--- config.mk ---
export PLATFORM = sky130hd
export DESIGN_NAME = decoder_scan_sequencer_flat
export DESIGN_NICKNAME = d
export VERILOG_FILES = /design/src/rtl/decoder_scan_sequencer_if.sv /design/src/rtl/decoder_scan_sequencer.sv /design/src/flat_wrapper.sv
export SDC_FILE = /design/constraint.sdc
export NUM_CORES = 1
export LEC_CHECK = 0
export ABC_AREA = 1
export CAP_MARGIN = 20
export CORE_ASPECT_RATIO = 0.6
export CORE_UTILIZATION = 46
export CTS_CLUSTER_SIZE = 14
export DETAILED_ROUTE_END_ITERATION = 12
export HOLD_SLACK_MARGIN = 0.02
export SETUP_SLACK_MARGIN = 0.4
export SKIP_LAST_GASP = 1
export SLEW_MARGIN = 25
export SYNTH_ARGS = -nofsm -noshare
export SYNTH_HDL_FRONTEND = slang
export SYNTH_SLANG_ARGS = --single-unit
--- constraint.sdc ---
create_clock -name clk -period 4 [get_ports clk]
set_input_delay 0.6 -clock clk [delete_from_list [all_inputs] [get_ports clk]]
set_output_delay 0.6 -clock clk [all_outputs]
set_load 0.02 [all_outputs]
--- src/rtl/decoder_scan_sequencer_if.sv ---
// Control and decoder-drive signals between a scan controller and the sequencer.
interface decoder_scan_sequencer_if;
    logic       run;
    logic       hold;
    logic [2:0] last_idx;
    logic       B0;
    logic       B1;
    logic       B2;
    logic       E;
    logic       frame_done;

    modport master (
        output run,
        output hold,
        output last_idx,
        input  B0,
        input  B1,
        input  B2,
        input  E,
        input  frame_done
    );

    modport slave (
        input  run,
        input  hold,
        input  last_idx,
        output B0,
        output B1,
        output B2,
        output E,
        output frame_done
    );
endinterface

--- src/rtl/decoder_scan_sequencer.sv ---
// Drives a 3-to-8 decoder: per index a blanking gap (E low) then a dwell (E high),
// with the address only ever moving while E is low. Pulses frame_done at frame end.
module decoder_scan_sequencer #(
    parameter int unsigned DWELL_CYCLES = 1000,
    parameter int unsigned BLANK_CYCLES = 4,
    parameter int unsigned CNT_W        = 16
) (
    input  logic                     clk,
    input  logic                     rst_n,
    decoder_scan_sequencer_if.slave  bus
);

    localparam logic [CNT_W-1:0] BLANK_LOAD = CNT_W'(BLANK_CYCLES - 1);
    localparam logic [CNT_W-1:0] DWELL_LOAD = CNT_W'(DWELL_CYCLES - 1);
    localparam logic [CNT_W-1:0] CNT_ONE    = CNT_W'(1);

    typedef enum logic [1:0] {
        ST_IDLE  = 2'd0,
        ST_BLANK = 2'd1,
        ST_DWELL = 2'd2
    } state_t;

    state_t           state, state_nxt;
    logic [2:0]       idx, idx_nxt;
    logic [CNT_W-1:0] cnt, cnt_nxt;
    logic [2:0]       b, b_nxt;
    logic             e, e_nxt;
    logic             fd, fd_nxt;

    // State and output registers
    always_ff @(posedge clk or negedge rst_n) begin
        if (!rst_n) begin
            state <= ST_IDLE;
            idx   <= 3'd0;
            cnt   <= '0;
            b     <= 3'd0;
            e     <= 1'b0;
            fd    <= 1'b0;
        end else begin
            state <= state_nxt;
            idx   <= idx_nxt;
            cnt   <= cnt_nxt;
            b     <= b_nxt;
            e     <= e_nxt;
            fd    <= fd_nxt;
        end
    end

    // Next-state and next-output logic
    always_comb begin
        state_nxt = state;
        idx_nxt   = idx;
        cnt_nxt   = cnt;
        b_nxt     = b;
        e_nxt     = e;
        fd_nxt    = 1'b0;

        if (!bus.run) begin
            // E drops on the stop edge; the address clears only one edge later
            state_nxt = ST_IDLE;
            e_nxt     = 1'b0;
            if (state == ST_IDLE) begin
                b_nxt = 3'd0;
            end
        end else begin
            case (state)
                ST_IDLE: begin
                    state_nxt = ST_BLANK;
                    idx_nxt   = 3'd0;
                    cnt_nxt   = BLANK_LOAD;
                    b_nxt     = 3'd0;
                    e_nxt     = 1'b0;
                end
                ST_BLANK: begin
                    b_nxt = idx;
                    e_nxt = 1'b0;
                    if (cnt == '0) begin
                        state_nxt = ST_DWELL;
                        cnt_nxt   = DWELL_LOAD;
                        e_nxt     = 1'b1;
                    end else begin
                        cnt_nxt = cnt - CNT_ONE;
                    end
                end
                ST_DWELL: begin
                    if (!bus.hold) begin
                        if (cnt == '0) begin
                            state_nxt = ST_BLANK;
                            cnt_nxt   = BLANK_LOAD;
                            e_nxt     = 1'b0;
                            // last_idx is only looked at here; a shrink below idx wraps
                            if (idx >= bus.last_idx) begin
                                idx_nxt = 3'd0;
                                fd_nxt  = 1'b1;
                            end else begin
                                idx_nxt = idx + 3'd1;
                            end
                        end else begin
                            cnt_nxt = cnt - CNT_ONE;
                        end
                    end
                end
                default: begin
                    state_nxt = ST_IDLE;
                    e_nxt     = 1'b0;
                end
            endcase
        end
    end

    assign bus.B0         = b[0];
    assign bus.B1         = b[1];
    assign bus.B2         = b[2];
    assign bus.E          = e;
    assign bus.frame_done = fd;

endmodule

--- src/flat_wrapper.sv ---
// flat-port wrapper written by rule: the top's interface ports become plain ports
module decoder_scan_sequencer_flat 
#(
    parameter int unsigned DWELL_CYCLES = 1000,
    parameter int unsigned BLANK_CYCLES = 4,
    parameter int unsigned CNT_W        = 16
)
  (clk, rst_n, bus_run, bus_hold, bus_last_idx, bus_B0, bus_B1, bus_B2, bus_E, bus_frame_done);
  decoder_scan_sequencer_if bus_i ();
  input  logic clk;
  input  logic rst_n;
  input wire logic [$bits(bus_i.run)-1:0] bus_run;
  input wire logic [$bits(bus_i.hold)-1:0] bus_hold;
  input wire logic [$bits(bus_i.last_idx)-1:0] bus_last_idx;
  output wire logic [$bits(bus_i.B0)-1:0] bus_B0;
  output wire logic [$bits(bus_i.B1)-1:0] bus_B1;
  output wire logic [$bits(bus_i.B2)-1:0] bus_B2;
  output wire logic [$bits(bus_i.E)-1:0] bus_E;
  output wire logic [$bits(bus_i.frame_done)-1:0] bus_frame_done;
  assign bus_i.run = bus_run;
  assign bus_i.hold = bus_hold;
  assign bus_i.last_idx = bus_last_idx;
  assign bus_B0 = bus_i.B0;
  assign bus_B1 = bus_i.B1;
  assign bus_B2 = bus_i.B2;
  assign bus_E = bus_i.E;
  assign bus_frame_done = bus_i.frame_done;
  decoder_scan_sequencer #(.DWELL_CYCLES(DWELL_CYCLES), .BLANK_CYCLES(BLANK_CYCLES), .CNT_W(CNT_W)) u_core (.clk(clk), .rst_n(rst_n), .bus(bus_i));
endmodule
# Word-level counts from Yosys, hierarchy flattened
# Index checks and enable logic that the tools add are counted.
# Widths: inputs -> output; s select.
[word_totals]
out_inout_bits = 5
ff_bits = 26
elab_cells = 53
input_bits = 7
[classes]
reduce_logical = 11
n_eq_ne = 7
n_mux = 26
add_sub_neg = 2
order_cmp = 1
[op_table]
columns = ["op", "n"]
rows = [
  ["$mux 16", 3],
  ["$pmux 16 s3", 1],
  ["$logic_not 16->1", 1],
  ["$sub 16x1->16 const B", 1],
  ["$mux 3", 5],
  ["$pmux 3 s2", 2],
  ["$mux 1", 9],
  ["$mux 2", 4],
  ["$ne 3x2->1 const B", 2],
  ["$pmux 2 s3", 1],
  ["$reduce_and 3->1", 2],
  ["$reduce_bool 2->1", 3],
  ["$reduce_and 2->1", 2],
  ["$reduce_and 4->1", 1],
  ["$add 3x1->3 const B", 1],
  ["$ge 3x3->1", 1],
  ["$ne 3x3->1 const B", 1],
  ["$reduce_bool 3->1", 1],
  ["$eq 2x1->1 const B", 1],
  ["$eq 2x2->1 const B", 1],
  ["$logic_not 2->1", 1],
  ["$ne 2x1->1 const B", 1],
  ["$ne 2x2->1 const B", 1],
  ["$pmux 1 s2", 1],
]

# Depth between registers and ports, before layout
[depth]
depth_word = 6
ltp_mapped = 10

# Worst setup path after synthesis
# Ideal clock, no wire load.
[synth_path]
path_kind = "in2reg"
start = "input port bus_last_idx[2]"
end = "register u_core.idx[1]"
setup_ns = 0.076
arrival_time_ns = 1.570
cell_stages = 6
setup_slack_ns = 2.353
required_ns = 3.924
path_cell_list = "inv_1 > ha_1 > a21oi_1 > o211ai_1 > or2_2 > o21ai_1"
[synth_via]
elab_chain_cells = 5
[synth_lines]
columns = ["item", "line", "text"]
rows = [
  ["from (decl)", "flat_wrapper.sv:14", "input wire logic [$bits(bus_i.last_idx)-1:0] bus_last_idx;"],
  ["$ge 3x3->1", "decoder_scan_sequencer.sv:92", "if (idx >= bus.last_idx) begin"],
  ["$mux 3", "decoder_scan_sequencer.sv:92", ""],
  ["$mux 3", "decoder_scan_sequencer.sv:87", "if (cnt == '0) begin"],
  ["$mux 3", "decoder_scan_sequencer.sv:86", "if (!bus.hold) begin"],
  ["$pmux 3 s2", "decoder_scan_sequencer.sv:66", "case (state)"],
  ["to (signal assigned)", "decoder_scan_sequencer.sv:41", "idx <= idx_nxt;"],
  ["to (decl)", "decoder_scan_sequencer.sv:24", "logic [2:0] idx, idx_nxt;"],
]
# Every way passes these cells. The select of a mux whose other input is x is not followed.
# A chain may end at the register's enable or synchronous reset.

# Final worst setup path
# Ends and elaborated chain as after synthesis.

==> impl_metrics.ini <==
[run_status]
status = completed

[timing]
relSlewSlack_pct = 70.27
rsz0062_at_grt = no
fin_crit_sh_pct = 48.89
fin_skew_ps = 4.021
min_period_ps = 1955
worst_pin_slew_ps = 444.2
drv_slew = 0
setup_ws_ps = 2045
timing.fmax_mhz = 511.4
finalHoldViolations = 0
fin_tns_setup_ps = 0
finalSetupViolCount = 0

[die]
dieHeight_um = 49.22
io_pins = 12
fp.dieArea_um2 = 3971
die_w_um = 80.69
core_area_um2 = 3403
start_util_pct = 50.22
rows = 16

[pwr]
p_leak_nw = 0.9981
total_power_uw = 890.5
power.density_nw_per_um2 = 466.7
irDropWorstVdd_mv = 0.2399

[critical_path]
cpPeakStageDelay_ps = 450
cp_num_buf_inv = 2
crit_chain = clkdlybuf4s50_1 > inv_1 > ha_1 > a21oi_1 > o211ai_1 > or2_2 > o21ai_1
r2r_start = u_core.cnt[0]$_DFFE_PN0P_
path_max_fanout = 4
slowest_stage = clkdlybuf4s50_1
worstSetupPathType = in2reg
required_ps = 4200
crit_path_end_kind = register
cp.arrival_ps = 2160
rrSetupSlack_ps = 2200
rr_worst_depth = 9
worstSetupStartpointType = primary input
cpLargestDelayFamily = buffers and inverters
startpoint = bus_last_idx[2]
r2r_end = u_core.cnt[4]$_DFFE_PN0P_

[final_layout]
layoutNonFillerInstCount = 297
drive_above_1_share_pct = 8.333
nets = 271
final_cell_mix = nand2_1 (70), nor2_1 (34), nand3_1 (32)
antennaDiodeCount = 0
fin_util_pct = 56.07
final_common_cell = nand2_1
area_growth_pct = 11.64

[min_path]
min_from = u_core.b[0]$_DFFE_PN0P_
hp-class = reg2reg
hold_path_depth = 2
holdPathEnd = u_core.b[0]$_DFFE_PN0P_

[global_route]
grt_pass1_vias = 1473
globalRoute.totalOverflow = 0
grt_usage_pct = 24.05
grt_max_degree = 27
grt_pass1_wl_um = 7148
antenna_found_initial = 0

[clock_tree]
cts_hold_buf = 0
cts_num_sinks = 26
clk_pin_slew_worst_paths_ps = 90
cts-resized-gates = 0
cts_root_buffer = clkbuf_8
numCtsBuffers = 3
cts_buffer_depth = 2
post_cts_buffers = 0
clk_latency_ps = 270
cts_tree = done
cts_htree_levels = 1

[synth]
synth_area_leaders = dfrtp_1 (38%), nand2_1 (15%), nand3_1 (9.4%)
synth_nets = 256
synth_xor_area_share_pct = 2.050
synthAdderAreaFrac_pct = 7.321
synth.cell_area_um2 = 1709
ys_ff_latch = 26
avgSynthCellArea_um2 = 7.151
synth_mux_area_share_pct = 0
synth_largest_area_cell = dfrtp_1
synth_compound_area_share_pct = 4.758
ys_types = 27
syn_inst = 239
ys_warn_count = 0
synth_top_family_by_area = simple AND/OR/NAND/NOR gates
synth.top_cell.area_share_pct = 38.07
yosys.area_share.simple_pct = 41.14
ys_seq_area_share_pct = 38.07

[drt]
wirelength_um = 4187
vias = 1584
viasPerCell = 5.333
first_iter_violations = 183
antenna_left = 0
drc_errors = 0
wl_per_cell_um = 14.10
drt_pass1_iterations = 5

[placement]
io_buffers = 11
dp_cells = 294
place_ws_ps = 1741
place.gp.congestion = 0.9213
place_hpwl_um = 3297

[job]
maxCapViolations = 0
==> worst max-delay path by stage <==
stage / to / slack [ps] / cells past startpoint
6_report: u_core.idx[1]$_DFFE_PN0P_ / 2040 / 7
5_1_grt: u_core.idx[1]$_DFFE_PN0P_ / 1940 / 7
4_1_cts: u_core.idx[1]$_DFFE_PN0P_ / 2040 / 7
3_5_place_dp: u_core.idx[1]$_DFFE_PN0P_ / 1740 / 7
3_3_place_gp: u_core.idx[1]$_DFFE_PN0P_ / 1840 / 7
2_1_floorplan: u_core.idx[1]$_DFFE_PN0P_ / 2350 / 6
==> cells by family after synthesis <==
logic type / count (synthesis)
AND/OR/NAND/NOR: 157
buffers and inverters: 28
flip-flops: 26
AO/OA/AOI/OAI: 14
adder cells (fa/ha/maj): 10
XOR/XNOR: 4
==> metal layers <==
layer	track usage, %	part of all wire (%)
met5	0	0
met4	3.274	0.17
met3	4.486	7.5
met2	32.63	38
met1	39.34	54
==> worst reg2reg max path: stages, from the launching register on <==
cell     delay (ps)
dfrtp_1         430
inv_1           160
ha_1            230
nand3_1          90
nor2_1          200
nand2_2         160
nand3_1         130
nand2_1         100
inv_2           130
nor2_1           60
==> registers in the layout, indices dropped and copies added, names as in the netlist <==
name                   cells
u_core.b                   3
u_core.bus.E               1
u_core.bus.frame_done      1
u_core.cnt                16
u_core.idx                 3
u_core.state               2
==> cells in the mapped netlist, drive strengths merged <==
master	number
nand3	32
o22ai	1
ha	10
clkbuf	1
o211ai	1
a21oi	1
nor3	1
dfrtp	26
xnor2	3
nand4	3
o21bai	1
o21ai	8
buf	1
nor2	41
nand3b	1
inv	26
xor2	1
or2	3
a22oi	2
nor3b	1
nand2	75
==> power by group <==
group	switching (mW)	internal (mW)	leakage, nW
Sequential	0.0336	0.296	0.353
Clock	0.0794	0.0676	0.0216
Combinational	0.279	0.135	0.623
Total	0.392	0.499	0.998
==> layout make-up <==
| class | count | area [µm²] |
|---|---|---|
| clock buffer | 3 | 41.29 |
| timing repair buffer | 12 | 117.6 |
| tap | 45 | 56.30 |
| multi-input combinational | 185 | 944.7 |
| inverter | 26 | 97.59 |
| sequential | 26 | 650.6 |
| fill | 323 | 1495 |
==> per-stage QoR <==
step                      cell area (µm²)  hold slack [ps]
after floorplan                      1709            304.4
after global placement               1867            492.1
after detailed placement             1867            502.9
after CTS                            1908            526.3
after global routing                 1908            549.5
final                                1908            520.6
Note: power is estimated with default switching activity, not from simulation.
